[config.mk]
export PLATFORM = sky130hd
export DESIGN_NAME = seq_match_counter
export DESIGN_NICKNAME = d
export VERILOG_FILES = /design/src/rtl/seq_pkg.sv /design/src/rtl/sat_counter.sv /design/src/rtl/seq_match_counter.sv
export SDC_FILE = /design/constraint.sdc
export NUM_CORES = 1
export LEC_CHECK = 0
export CORE_MARGIN = 2
export CORE_UTILIZATION = 50
export CTS_CLUSTER_DIAMETER = 60
export DETAILED_ROUTE_END_ITERATION = 8
export PLACE_DENSITY = 0.74
export SLEW_MARGIN = 10
export SYNTH_ARGS = -nofsm -noshare
export SYNTH_HDL_FRONTEND = slang
export SYNTH_SLANG_ARGS = --single-unit
[constraint.sdc]
create_clock -name clk -period 2.5 [get_ports clk]
set_input_delay 0.5 -clock clk [delete_from_list [all_inputs] [get_ports clk]]
set_output_delay 0.5 -clock clk [all_outputs]
set_load 0.01 [all_outputs]
[src/rtl/seq_pkg.sv]
// Shared constants and helpers for the serial sequence detector family.
package seq_pkg;

    localparam logic [3:0] DEFAULT_PAT = 4'b1011;

    typedef enum bit {
        CNT_WRAP = 1'b0,
        CNT_SAT  = 1'b1
    } cnt_policy_e;

    // Width needed to hold a fill level of 0..pat_len inclusive.
    function automatic int fill_w(input int pat_len);
        return $clog2(pat_len + 1);
    endfunction

endpackage

[src/rtl/sat_counter.sv]
// Event counter with sticky overflow flag; saturates or wraps at all-ones.
module sat_counter
    import seq_pkg::*;
#(
    parameter int CNT_W    = 8,
    parameter bit SATURATE = 1'b1
)(
    input  logic             clk,
    input  logic             rst,
    input  logic             clr,
    input  logic             inc,
    output logic [CNT_W-1:0] count,
    output logic             ovf
);

    localparam bit IS_SAT = (SATURATE == CNT_SAT);

    logic [CNT_W-1:0] count_reg;
    logic             ovf_reg;

    always_ff @(posedge clk or posedge rst) begin
        if (rst) begin
            count_reg <= '0;
            ovf_reg   <= 1'b0;
        end else if (clr) begin
            // Clear wins over a coincident increment.
            count_reg <= '0;
            ovf_reg   <= 1'b0;
        end else if (inc) begin
            if (&count_reg) begin
                ovf_reg <= 1'b1;
                if (!IS_SAT) begin
                    count_reg <= '0;
                end
            end else begin
                count_reg <= count_reg + CNT_W'(1);
            end
        end
    end

    assign count = count_reg;
    assign ovf   = ovf_reg;

endmodule

[src/rtl/seq_match_counter.sv]
// Programmable serial pattern detector with overlap control and an occurrence counter.
module seq_match_counter
    import seq_pkg::*;
#(
    parameter int                 PAT_LEN  = 4,
    parameter int                 CNT_W    = 8,
    parameter logic [PAT_LEN-1:0] RST_PAT  = PAT_LEN'(DEFAULT_PAT),
    parameter bit                 SATURATE = 1'b1
)(
    input  logic               clk,
    input  logic               rst,
    input  logic               en,
    input  logic               x,
    input  logic               overlap,
    input  logic               load,
    input  logic [PAT_LEN-1:0] pat_in,
    input  logic               clr,
    output logic               match,
    output logic [CNT_W-1:0]   count,
    output logic               ovf
);

    localparam int            FW        = fill_w(PAT_LEN);
    localparam logic [FW-1:0] FILL_FULL = FW'(PAT_LEN);

    logic [PAT_LEN-1:0] pat_reg;
    logic [PAT_LEN-1:0] hist_reg;
    logic [PAT_LEN-1:0] hist_next;
    logic [FW-1:0]      fill_reg;
    logic [FW-1:0]      fill_next;
    logic               match_reg;
    logic               hit;

    // Newest bit enters at the LSB so the MSB lines up with the first pattern bit.
    assign hist_next = {hist_reg[PAT_LEN-2:0], x};
    assign fill_next = (fill_reg == FILL_FULL) ? FILL_FULL : fill_reg + FW'(1);
    assign hit       = !load && en && (fill_next == FILL_FULL) && (hist_next == pat_reg);

    always_ff @(posedge clk or posedge rst) begin
        if (rst) begin
            pat_reg   <= RST_PAT;
            hist_reg  <= '0;
            fill_reg  <= '0;
            match_reg <= 1'b0;
        end else if (load) begin
            pat_reg   <= pat_in;
            hist_reg  <= '0;
            fill_reg  <= '0;
            match_reg <= 1'b0;
        end else if (en) begin
            match_reg <= hit;
            // Non-overlapping mode discards the matched bits entirely.
            if (hit && !overlap) begin
                hist_reg <= '0;
                fill_reg <= '0;
            end else begin
                hist_reg <= hist_next;
                fill_reg <= fill_next;
            end
        end else begin
            match_reg <= 1'b0;
        end
    end

    assign match = match_reg;

    sat_counter #(
        .CNT_W    (CNT_W),
        .SATURATE (SATURATE)
    ) u_counter (
        .clk   (clk),
        .rst   (rst),
        .clr   (clr),
        .inc   (hit),
        .count (count),
        .ovf   (ovf)
    );

endmodule

* Yosys cells after proc, flatten, opt, wreduce, memory -nomap -nowiden *
Cells that the tools add are included.

storage, ports and cells
  register bits = 20
  latch bits = 0
  memory bits (writable) = 0
  memory bits (read-only) = 0
  input port bits = 11
  output and inout bits = 10
  word-level logic and storage cells = 39
  memories = 0

operators by class
  add/subtract/negate cells = 2
  $mul = 0
  divide/modulo/power cells = 0
  order comparisons = 0
  equal/unequal tests = 4
  shift operators = 0
  muxes and demuxes = 15
  bitwise operators = 0
  reductions and logical operators = 12

operators by type and width
  operator               count
  $mux W8                3
  $mux W3                7
  $add A8 B1 Y8 const B  1
  $reduce_and A8 Y1      1
  $eq A3 B3 Y1 const B   2
  $reduce_bool A2 Y1     3
  $mux W1                5
  $eq A4 B4 Y1           1
  $logic_and A1 B1 Y1    4
  $reduce_and A2 Y1      2
  $add A3 B1 Y3 const B  1
  $logic_not A1 Y1       2
  $ne A2 B2 Y1 const B   1

* Depth between registers and ports, before layout *
Gate-level depths: netlist (run 1).

  word-level depth = 9
  depth in mapped cells = 7
  depth with buffers taken out = 6

* By module *
From an unflattened synthesis (run 1), not the netlist that was laid out.

second synthesis, totals
  cells, all modules = 102
  area, all modules = 1103.6 um^2

by module, submodules not included
  module             instances  cells each  area an instance (um^2)  sequential area each (um^2)
  seq_match_counter  1          51          605.6                    279.0
  sat_counter        1          51          498.0                    225.2

* Worst setup path before layout (run 1) *
No wires, ideal clock.

  path kind = register to register
  start point = register fill_reg[0]
  end point = register u_counter.count_reg[4], in the netlist u_counter.count[4]
  library setup time = 0.125 ns
  arrival time = 1.736 ns
  data required time = 2.375 ns
  path slack = 0.639 ns
  cell stages (with the launch flop) = 7
  buffers on the path = 0
  clock period less this slack = 1.861 ns
  path through = dfrtp_1 > inv_1 > ha_1 > nor3b_4 > nand4_1 > nor4_1 > mux2_2

on the way
  longest elaborated chain between the ends = 7
  elaborated cells on any way between the ends = 8
  those cells by class = add/sub: 1; eq/ne: 2; mux: 1; reduce/logical: 4

RTL lines
  element                                               line                     RTL
  start: declaration                                    seq_match_counter.sv:29  logic [FW-1:0] fill_reg;
  start signal: assignment                              seq_match_counter.sv:58  fill_reg <= fill_next;
  $add A3 B1 Y3 / $eq A3 B3 Y1 (equally long branches)  seq_match_counter.sv:36  assign fill_next = (fill_reg == FILL_FULL) ? FILL_FULL : fill_reg + FW'(1);
  $mux W3 *                                             seq_match_counter.sv:36
  $eq A3 B3 Y1 *                                        seq_match_counter.sv:37  assign hit = !load && en && (fill_next == FILL_FULL) && (hist_next == pat_reg);
  $logic_and A1 B1 Y1 * (2 in a row)                    seq_match_counter.sv:37
  $reduce_bool A2 Y1 (no source line) *                 -
  $reduce_and A2 Y1 (no source line) *                  -
  end signal: assignment                                sat_counter.sv:36        count_reg <= count_reg + CNT_W'(1);
  end: declaration                                      sat_counter.sv:18        logic [CNT_W-1:0] count_reg;

Every way passes the cells marked *; elsewhere a longest branch is shown, timed or not.
A chain may end at the register's enable or synchronous reset.

* Worst setup path after layout (run 1) *
Same ends and word-level chain as after synthesis.

==> results of run 1 <==
## through the flow
| stage | power, mW | utilization, % | instance area, µm² | cells |
|---|---|---|---|---|
| after floorplan | 0.4047 | - | 1101 | 105 |
| after global placement | 0.4314 | 65.59 | 1326 | 150 |
| after detailed placement | 0.4344 | 65.59 | 1326 | 150 |
| after CTS | 0.6208 | 67.39 | 1363 | 154 |
| after global routing | 0.6440 | 67.39 | 1363 | 154 |
| final | 0.6144 | 67.39 | 1363 | 154 |
## synthesized netlist by cell type (all sizes together), types with 4 or more instances
cell,number
a311oi,5
a31oi,4
dfrtp,17
inv,5
mux2,5
nand2,7
nand4,4
nor2,7
nor3,4
xnor2,4
## final timing paths
kind                          startpoint                  to  slack (ps)  depth (start not counted)
setup / recovery             fill_reg[0]  u_counter.count[4]         430                          6
hold / removal             u_counter.ovf       u_counter.ovf         520                          1
setup reg to reg             fill_reg[0]  u_counter.count[4]         430                          6
hold reg to reg            u_counter.ovf       u_counter.ovf         520                          1
max in group asynchronous            rst  u_counter.count[0]        1420                          2
min in group asynchronous            rst  u_counter.count[5]         620                          2
## power by group through the flow
stage,sequential (mW),clock (mW),combinational [mW]
final,0.348,0.186,0.0802
after global routing,0.350,0.205,0.0893
after CTS,0.348,0.192,0.0809
after detailed placement,0.354,0,0.0806
after global placement,0.353,0,0.0783
after floorplan,0.351,0,0.0540
## cell type report
| class | instances | area share, % |
|---|---|---|
| sequential | 20 | 37.01 |
| multi-input combinational | 76 | 40.68 |
| clock buffer | 4 | 2.663 |
| timing repair buffer | 22 | 15.79 |
| inverter | 5 | 1.377 |
| tap | 27 | 2.479 |
## routing by layer
metal	up-vias	track usage (%)	wire, µm
met4	0	4.955	10
met1	449	25.52	1029
met3	2	3.801	111
li1	445	-	-
met2	30	33.55	1073
met5	-	0	0
## cell families (layout without fill, tap and decap cells)
logic type,count (synthesis),count (layout),synth area share (%)
AO/OA/AOI/OAI,25,25,17.16
XOR/XNOR,4,4,3.864
adder cells (fa/ha/maj),3,3,3.409
buffers and inverters,9,31,3.863
flip-flops,20,20,45.80
multiplexers,7,7,6.932
AND/OR/NAND/NOR,37,37,18.98
==> impl_metrics.ini, run 1 <==
[worst_setup_path]
worst-setup-path-type = reg -> reg
delay_of_the_slowest_cell_on_the_worst_path_ps = 400
cp_cell_sequence = inv_1 -> ha_1 -> nor3b_4 -> nand4_1 -> nor4_1 -> mux2_2
critical_path.endpoint_type = register
critPathMaxFanout = 3
cp.arrival_ps = 2260
worstSetupStartpointType = register
slowest_stage = sky130_fd_sc_hd__dfrtp_1
critical_path_required_ps = 2690
worst_path_dominant_cell_family = simple AND/OR/NAND/NOR gates
cp_num_buf_inv = 1

[yosys]
yosys_warnings = 0
portion_of_synthesized_cell_area_occupied_by_the_leading_cell_type_pct = 38.64
synthDistinctLibCells = 39
synth_top_cells_by_area = sky130_fd_sc_hd__dfrtp_1 (39%), sky130_fd_sc_hd__dfstp_2 (7.2%), sky130_fd_sc_hd__mux2_2 (5.1%)
netlist_instances = 105
synth.largest_area_cell = sky130_fd_sc_hd__dfrtp_1
mappedNetlistNets = 119
async_s_r_ff_share_synth_pct = 100.0
synth_top_flop_cell = sky130_fd_sc_hd__dfrtp_1
avgSynthCellArea_um2 = 10.49
syn-cell-area_um2 = 1101
post_synthesis_sequential_area_ratio_pct = 45.80
synth_enable_flop_cells = 0
synth_seq_cells = 20

[power]
power_frac_comb_pct = 13.1
power_switching_mw = 0.1470
sequentialPowerShare_pct = 56.6
power.density_cell_area_nw_per_um2 = 450.9
total_leakage_power_nw = 0.5546
power.ir.vdd_worst_uv = 265.8
internal_power_mw = 0.4673
switching_share_pct = 23.93
pwr-share-clk_pct = 30.3

[job]
timing.max_cap.violations = 0

[floorplan]
die_extent_in_y_um = 50.93
chipWidth_um = 50.93
design.portCount = 21
die_area_um2 = 2593
initial_utilization_pct = 54.46
placementRows = 16
core_region_area_um2 = 2022

[detailed_routing]
wire_per_inst_um = 14.45
detail_route.first_pass.iterations = 4
drtAntennaViolNets = 0
detailed_route_iter0_violations = 50
final_routed_wirelength_across_all_metal_layers_um = 2225
dr_total_vias = 926
drcViolationCount = 0
vias_per_cell = 6.013

[cells_and_area]
layout.cells.most_common = sky130_fd_sc_hd__clkdlybuf4s50_1
fillCellCount = 150
syn_to_final_growth_pct = 23.75
layout.nets = 142
final_layout_size_suffix_gt1_share_pct = 13.39
multi_input_logic_area_um2 = 554.3
seq_area_um2 = 504.2
insertedDiodeCount = 0
final_cell_mix = sky130_fd_sc_hd__clkdlybuf4s50_1 (20), sky130_fd_sc_hd__dfrtp_1 (17), sky130_fd_sc_hd__nor2_1 (7), sky130_fd_sc_hd__nand2_1 (7)
largest_register_ff_count = 8

[placement]
gp_congestion = 0.8537
pre_cts_ws_ps = 218.9
total_of_buffers_placed_on_input_and_output_ports = 20
detailed_place_hpwl_um = 1717

[timing]
whs_ps = 517.4
worst_slew_pin_slew_ps = 737.4
max_freq_ghz = 0.4835
period_needed_ps = 2068
fin_tns_setup_ps = 0
finalSetupViolations = 0
tcrit_tclk_final_pct = 82.73
timing.max_slew.rel_slack_pct = 50.79
hold_viol = 0
fin_ws_ps = 431.7
rsz0062_at_grt = false
timing.clock.skew_ps = 2.744
timing_max_transition_violations_final = 0

[cts]
maximum_root_to_sink_buffer_count = 2
numClockSinks = 20
numCtsBuffers = 3
tritoncts = done
clock_insertion_delay_worst_skew_ps = 290
count_of_h_tree_levels_built_during_cts = 1
cts_root_buffer = sky130_fd_sc_hd__clkbuf_4
worst_setup_hold_path_clk_slew_ps = 110
post_cts_resized = 0
cts_hold_buf = 0
cts_post_setup_buffers_inserted = 0

[grt]
groute.usage.overall_pct = 19.66
grt_pass1_vias = 895
globalRouteOverflowTotal = 0
antenna_found_initial = 0
grt_max_degree = 21
grt_pass1_wl_um = 3905

[outcome]
run_status = complete, no violations

[worst_hold_path]
hold_path_class = reg -> reg
Note: power is estimated with default switching activity, not from simulation.
==> inputs of run 2 (changes only) <==
==> constraint.sdc (replaced) <==
create_clock -name clk -period 1.94 [get_ports clk]
set_input_delay 0.388 -clock clk [delete_from_list [all_inputs] [get_ports clk]]
set_output_delay 0.388 -clock clk [all_outputs]
set_load 0.01 [all_outputs]
==> run 2 against run 1 <==
Sequential cell count unchanged. Total power rose by 32%. Register-to-register slack lost 350 ps. Non-clock buffer count grew 10. First-iteration DRC count down 22%.
==> impl_metrics.ini, run 2 (same netlist as run 1, synthesis figures left out) <==
[outcome]
run_status = complete, no violations

[floorplan]
design.portCount = 21
placementRows = 16
die_extent_in_y_um = 50.93
die_area_um2 = 2593
core_region_area_um2 = 2022
chipWidth_um = 50.93
initial_utilization_pct = 54.46

[worst_setup_path]
cp.arrival_ps = 2130
regToRegStartpoint = fill_reg[0]
rr_endpoint = u_counter.count[4]
timing.critical_path.from = x
worstRegToRegCells = 6
r2r_slack_ps = 80
critPathMaxFanout = 5
critical_path.endpoint_type = register
worstSetupStartpointType = input pin
critical_path_required_ps = 2160
worst-setup-path-type = in -> reg

[timing]
timing.clock.skew_ps = 5.476
fin_ws_ps = 34.88
rsz0062_at_grt = true
hold_viol = 0
finalSetupViolations = 0
worst_slew_pin_slew_ps = 339.2
period_needed_ps = 1905
tcrit_tclk_final_pct = 98.20
fin_tns_setup_ps = 0
max_freq_ghz = 0.5249
timing.max_slew.rel_slack_pct = 77.32
timing_max_transition_violations_final = 0
whs_ps = 393.8

[grt]
globalRouteOverflowTotal = 0
groute.usage.overall_pct = 20.78
grt_pass1_wl_um = 4105
grt_max_degree = 21
grt_pass1_vias = 961
antenna_found_initial = 0

[cells_and_area]
final_layout_size_suffix_gt1_share_pct = 25.55
insertedDiodeCount = 0
layout.cells.most_common = sky130_fd_sc_hd__clkdlybuf4s50_1
finish.utilization_pct = 73.08
syn_to_final_growth_pct = 34.20
largest_register_ff_count = 8
layoutNonFillerInstCount = 164
final_cell_mix = sky130_fd_sc_hd__clkdlybuf4s50_1 (20), sky130_fd_sc_hd__dfrtp_1 (17), sky130_fd_sc_hd__buf_4 (12)
fillCellCount = 152
layout.nets = 152
stdcell_area_um2 = 1478

[cts]
worst_setup_hold_path_clk_slew_ps = 120
cts_root_buffer = sky130_fd_sc_hd__clkbuf_4
numCtsBuffers = 3
tritoncts = done
count_of_h_tree_levels_built_during_cts = 1
cts_hold_buf = 0
clock_insertion_delay_worst_skew_ps = 300
numClockSinks = 20
maximum_root_to_sink_buffer_count = 2

[power]
total_leakage_power_nw = 0.6070
power.density_cell_area_nw_per_um2 = 547.0
total_power_consumption_mw = 0.8083
power.ir.vdd_worst_uv = 503.4

[detailed_routing]
detail_route.first_pass.iterations = 4
drtAntennaViolNets = 0
final_routed_wirelength_across_all_metal_layers_um = 2475
dr_total_vias = 992
vias_per_cell = 6.049
drcViolationCount = 0
wire_per_inst_um = 15.09
detailed_route_iter0_violations = 39

[placement]
dpl_cell_area_um2 = 1394
pre_cts_ws_ps = -151.4
gp_congestion = 0.8403
total_of_buffers_placed_on_input_and_output_ports = 20
detailed_place_hpwl_um = 1782
post-place-cells = 159

[job]
timing.max_cap.violations = 0

[worst_hold_path]
hold_path_class = in -> async
==> run 2: cell count changes in the layout (fill, tap and decap cells not counted), moves of 2 or more <==
cell,change
sky130_fd_sc_hd__nor3_2,+2
sky130_fd_sc_hd__inv_1,-2
sky130_fd_sc_hd__buf_4,+10
sky130_fd_sc_hd__inv_2,+2
sky130_fd_sc_hd__nor3_1,-2
==> run 2: area by class of cell <==
cell class                      instances  area (µm²)  area share [%]
Timing Repair Buffer                   32       290.3           19.64
Tap cell                               27       33.78           2.286
Sequential cell                        20       504.2           34.12
Multi-Input combinational cell         76       594.3           40.22
Inverter                                5       18.77           1.270
Clock buffer                            4       36.28           2.456
==> run 2: worst max-delay path by stage <==
| stage | to | slack (ps) |
|---|---|---|
| after floorplan | u_counter.count[4] | 80 |
| after global placement | u_counter.count[4] | -90 |
| after detailed placement | u_counter.count[0] | -150 |
| after CTS | u_counter.count[4] | 1 |
| after global routing | u_counter.count[0] | -50 |
| final | u_counter.count[0] | 30 |
==> run 2: worst max-delay path: stages <==
cell                              delay (ps)
sky130_fd_sc_hd__clkdlybuf4s50_1         440
sky130_fd_sc_hd__xnor2_1                 290
sky130_fd_sc_hd__nand4_1                 290
sky130_fd_sc_hd__or4_1                   550
sky130_fd_sc_hd__a21oi_1                 160
==> run 2: what timing repair did <==
item                                    4_1_cts  5_1_grt
endpoints found under the setup margin        2        9
pin swaps                                     1        6
gates resized for setup                       3        5
setup buffers                                 0        1
==> run 2: power by group <==
part	total, mW	internal [mW]	leakage [nW]	switching [mW]
clock network	0.240	0.114	0.0210	0.126
registers	0.447	0.435	0.264	0.0115
logic	0.121	0.0641	0.322	0.0568
==> run 2: routing by layer <==
layer  share of wire (%)  up-vias  track usage, %
li1                    -      462               -
met1                  44      477           27.05
met2                  49       44           35.28
met3                 5.5        9           4.094
met4                 1.3        0           5.405
met5                   0        -               0
==> inputs of run 3 (changes only) <==
--- a/config.mk
+++ b/config.mk
@@ -7,7 +7,6 @@
 export LEC_CHECK = 0
 export CORE_MARGIN = 2
 export CORE_UTILIZATION = 50
-export CTS_CLUSTER_DIAMETER = 60
 export DETAILED_ROUTE_END_ITERATION = 8
 export PLACE_DENSITY = 0.74
 export SLEW_MARGIN = 10
==> constraint.sdc (replaced) <==
create_clock -name clk -period 1.9 [get_ports clk]
set_input_delay 0.38 -clock clk [delete_from_list [all_inputs] [get_ports clk]]
set_output_delay 0.38 -clock clk [all_outputs]
set_load 0.01 [all_outputs]
==> run 3 against run 2 <==
Sequential cell count did not move. Clock power fell by 11%. Setup slack improved by 47 ps. Final cell count rose by 1.2%. Final area rose by 1.6%. Total power decreased by 1.1%. Clock-buffer cell count unchanged. Core utilization increased by 1.2 points. Combinational power up 7%. Sequential share of layout area shrank 0.54 points. Largest cell class unchanged. Largest power group unchanged. Highest routed layer unchanged.
==> impl_metrics.ini, run 3 (same netlist as run 1, synthesis figures left out) <==
[placement]
pre_cts_ws_ps = -163.5
total_of_buffers_placed_on_input_and_output_ports = 20
post-place-cells = 161
detailed_place_hpwl_um = 1806
gp_congestion = 0.8395
dpl_cell_area_um2 = 1409

[timing]
fin_ws_ps = 82.30
hold_viol = 0
max_freq_ghz = 0.5501
whs_ps = 379.7
timing_max_transition_violations_final = 0
timing.clock.skew_ps = 6.863
worst_slew_pin_slew_ps = 374.9
period_needed_ps = 1818
timing.max_slew.rel_slack_pct = 74.93
finalSetupViolations = 0
tcrit_tclk_final_pct = 95.67
fin_tns_setup_ps = 0

[power]
power.ir.vdd_worst_uv = 412.6
power.density_cell_area_nw_per_um2 = 532.6
total_leakage_power_nw = 0.6108
total_power_consumption_mw = 0.7996

[detailed_routing]
wire_per_inst_um = 15.32
final_routed_wirelength_across_all_metal_layers_um = 2543
vias_per_cell = 5.898
drtAntennaViolNets = 0
detail_route.first_pass.iterations = 4
dr_total_vias = 979
detailed_route_iter0_violations = 36
drcViolationCount = 0

[worst_setup_path]
worstSetupStartpointType = register
worst-setup-path-type = reg -> reg
rr_endpoint = u_counter.count[4]
critical_path_required_ps = 2090
regToRegStartpoint = fill_reg[0]
critical_path.endpoint_type = register
critPathMaxFanout = 4
worstRegToRegCells = 6
r2r_slack_ps = 80
cp.arrival_ps = 2010
timing.critical_path.from = fill_reg[0]

[floorplan]
die_extent_in_y_um = 50.93
placementRows = 16
design.portCount = 21
initial_utilization_pct = 54.46
core_region_area_um2 = 2022
die_area_um2 = 2593
chipWidth_um = 50.93

[grt]
grt_pass1_vias = 949
grt_pass1_wl_um = 4360
grt_max_degree = 21
antenna_found_initial = 0
globalRouteOverflowTotal = 0
groute.usage.overall_pct = 22.18

[worst_hold_path]
hold_path_class = in -> async

[cts]
count_of_h_tree_levels_built_during_cts = 1
tritoncts = done
maximum_root_to_sink_buffer_count = 2
clock_insertion_delay_worst_skew_ps = 300
numClockSinks = 20
numCtsBuffers = 3
cts_root_buffer = sky130_fd_sc_hd__clkbuf_4
worst_setup_hold_path_clk_slew_ps = 120

[cells_and_area]
largest_register_ff_count = 8
final_layout_size_suffix_gt1_share_pct = 28.06
syn_to_final_growth_pct = 36.36
layout.cells.most_common = sky130_fd_sc_hd__clkdlybuf4s50_1
insertedDiodeCount = 0
stdcell_area_um2 = 1501
finish.utilization_pct = 74.26
layout.nets = 154
fillCellCount = 146
layoutNonFillerInstCount = 166
final_cell_mix = sky130_fd_sc_hd__clkdlybuf4s50_1 (20), sky130_fd_sc_hd__dfrtp_1 (17), sky130_fd_sc_hd__buf_4 (14)

[outcome]
run_status = complete, no violations

[job]
timing.max_cap.violations = 0
[run 3: critical path, stage by stage, from the launching register on]
cell and delay, ps:
sky130_fd_sc_hd__dfrtp_1 410, sky130_fd_sc_hd__buf_4 140, sky130_fd_sc_hd__ha_2 180, sky130_fd_sc_hd__nand3b_1 190, sky130_fd_sc_hd__o2111ai_2 190, sky130_fd_sc_hd__nor4_2 250, sky130_fd_sc_hd__mux2_2 350
[run 3: how the worst max path moves through the flow]
stage / end / cells after the start
after floorplan: u_counter.count[4] / 6
after global placement: u_counter.count[4] / 5
after detailed placement: u_counter.count[4] / 5
after CTS: u_counter.count[0] / 6
after global routing: u_counter.count[4] / 6
final: u_counter.count[4] / 6
[run 3: timing repair]
action | 4_1_cts | 5_1_grt
pin swaps | 1 | 6
endpoints found under the setup margin | 1 | 13
resized for setup | 1 | 11
hold buffers | 0 | 0
buffers inserted | 0 | 1
[run 3: per-layer routing]
layer	wire, µm	up-vias	GRT usage, %
met5	0	-	0
met4	24	0	6.757
met3	133	2	3.509
met2	1271	34	34.42
met1	1114	478	31.82
li1	-	465	-
[run 3: area by class of cell]
class	count	area, µm²	area share [%]
multi-input cells	76	613.1	40.83
flip-flops and latches	20	504.2	33.58
repair buffers	34	305.3	20.33
well taps	27	33.78	2.250
clock buffers	4	26.28	1.750
inverters	5	18.77	1.250
[run 3: report_power, final]
group | internal [mW] | switching, mW | leakage [nW]
clock network | 0.0817 | 0.131 | 0.0150
registers | 0.445 | 0.0122 | 0.264
logic | 0.0681 | 0.0616 | 0.331
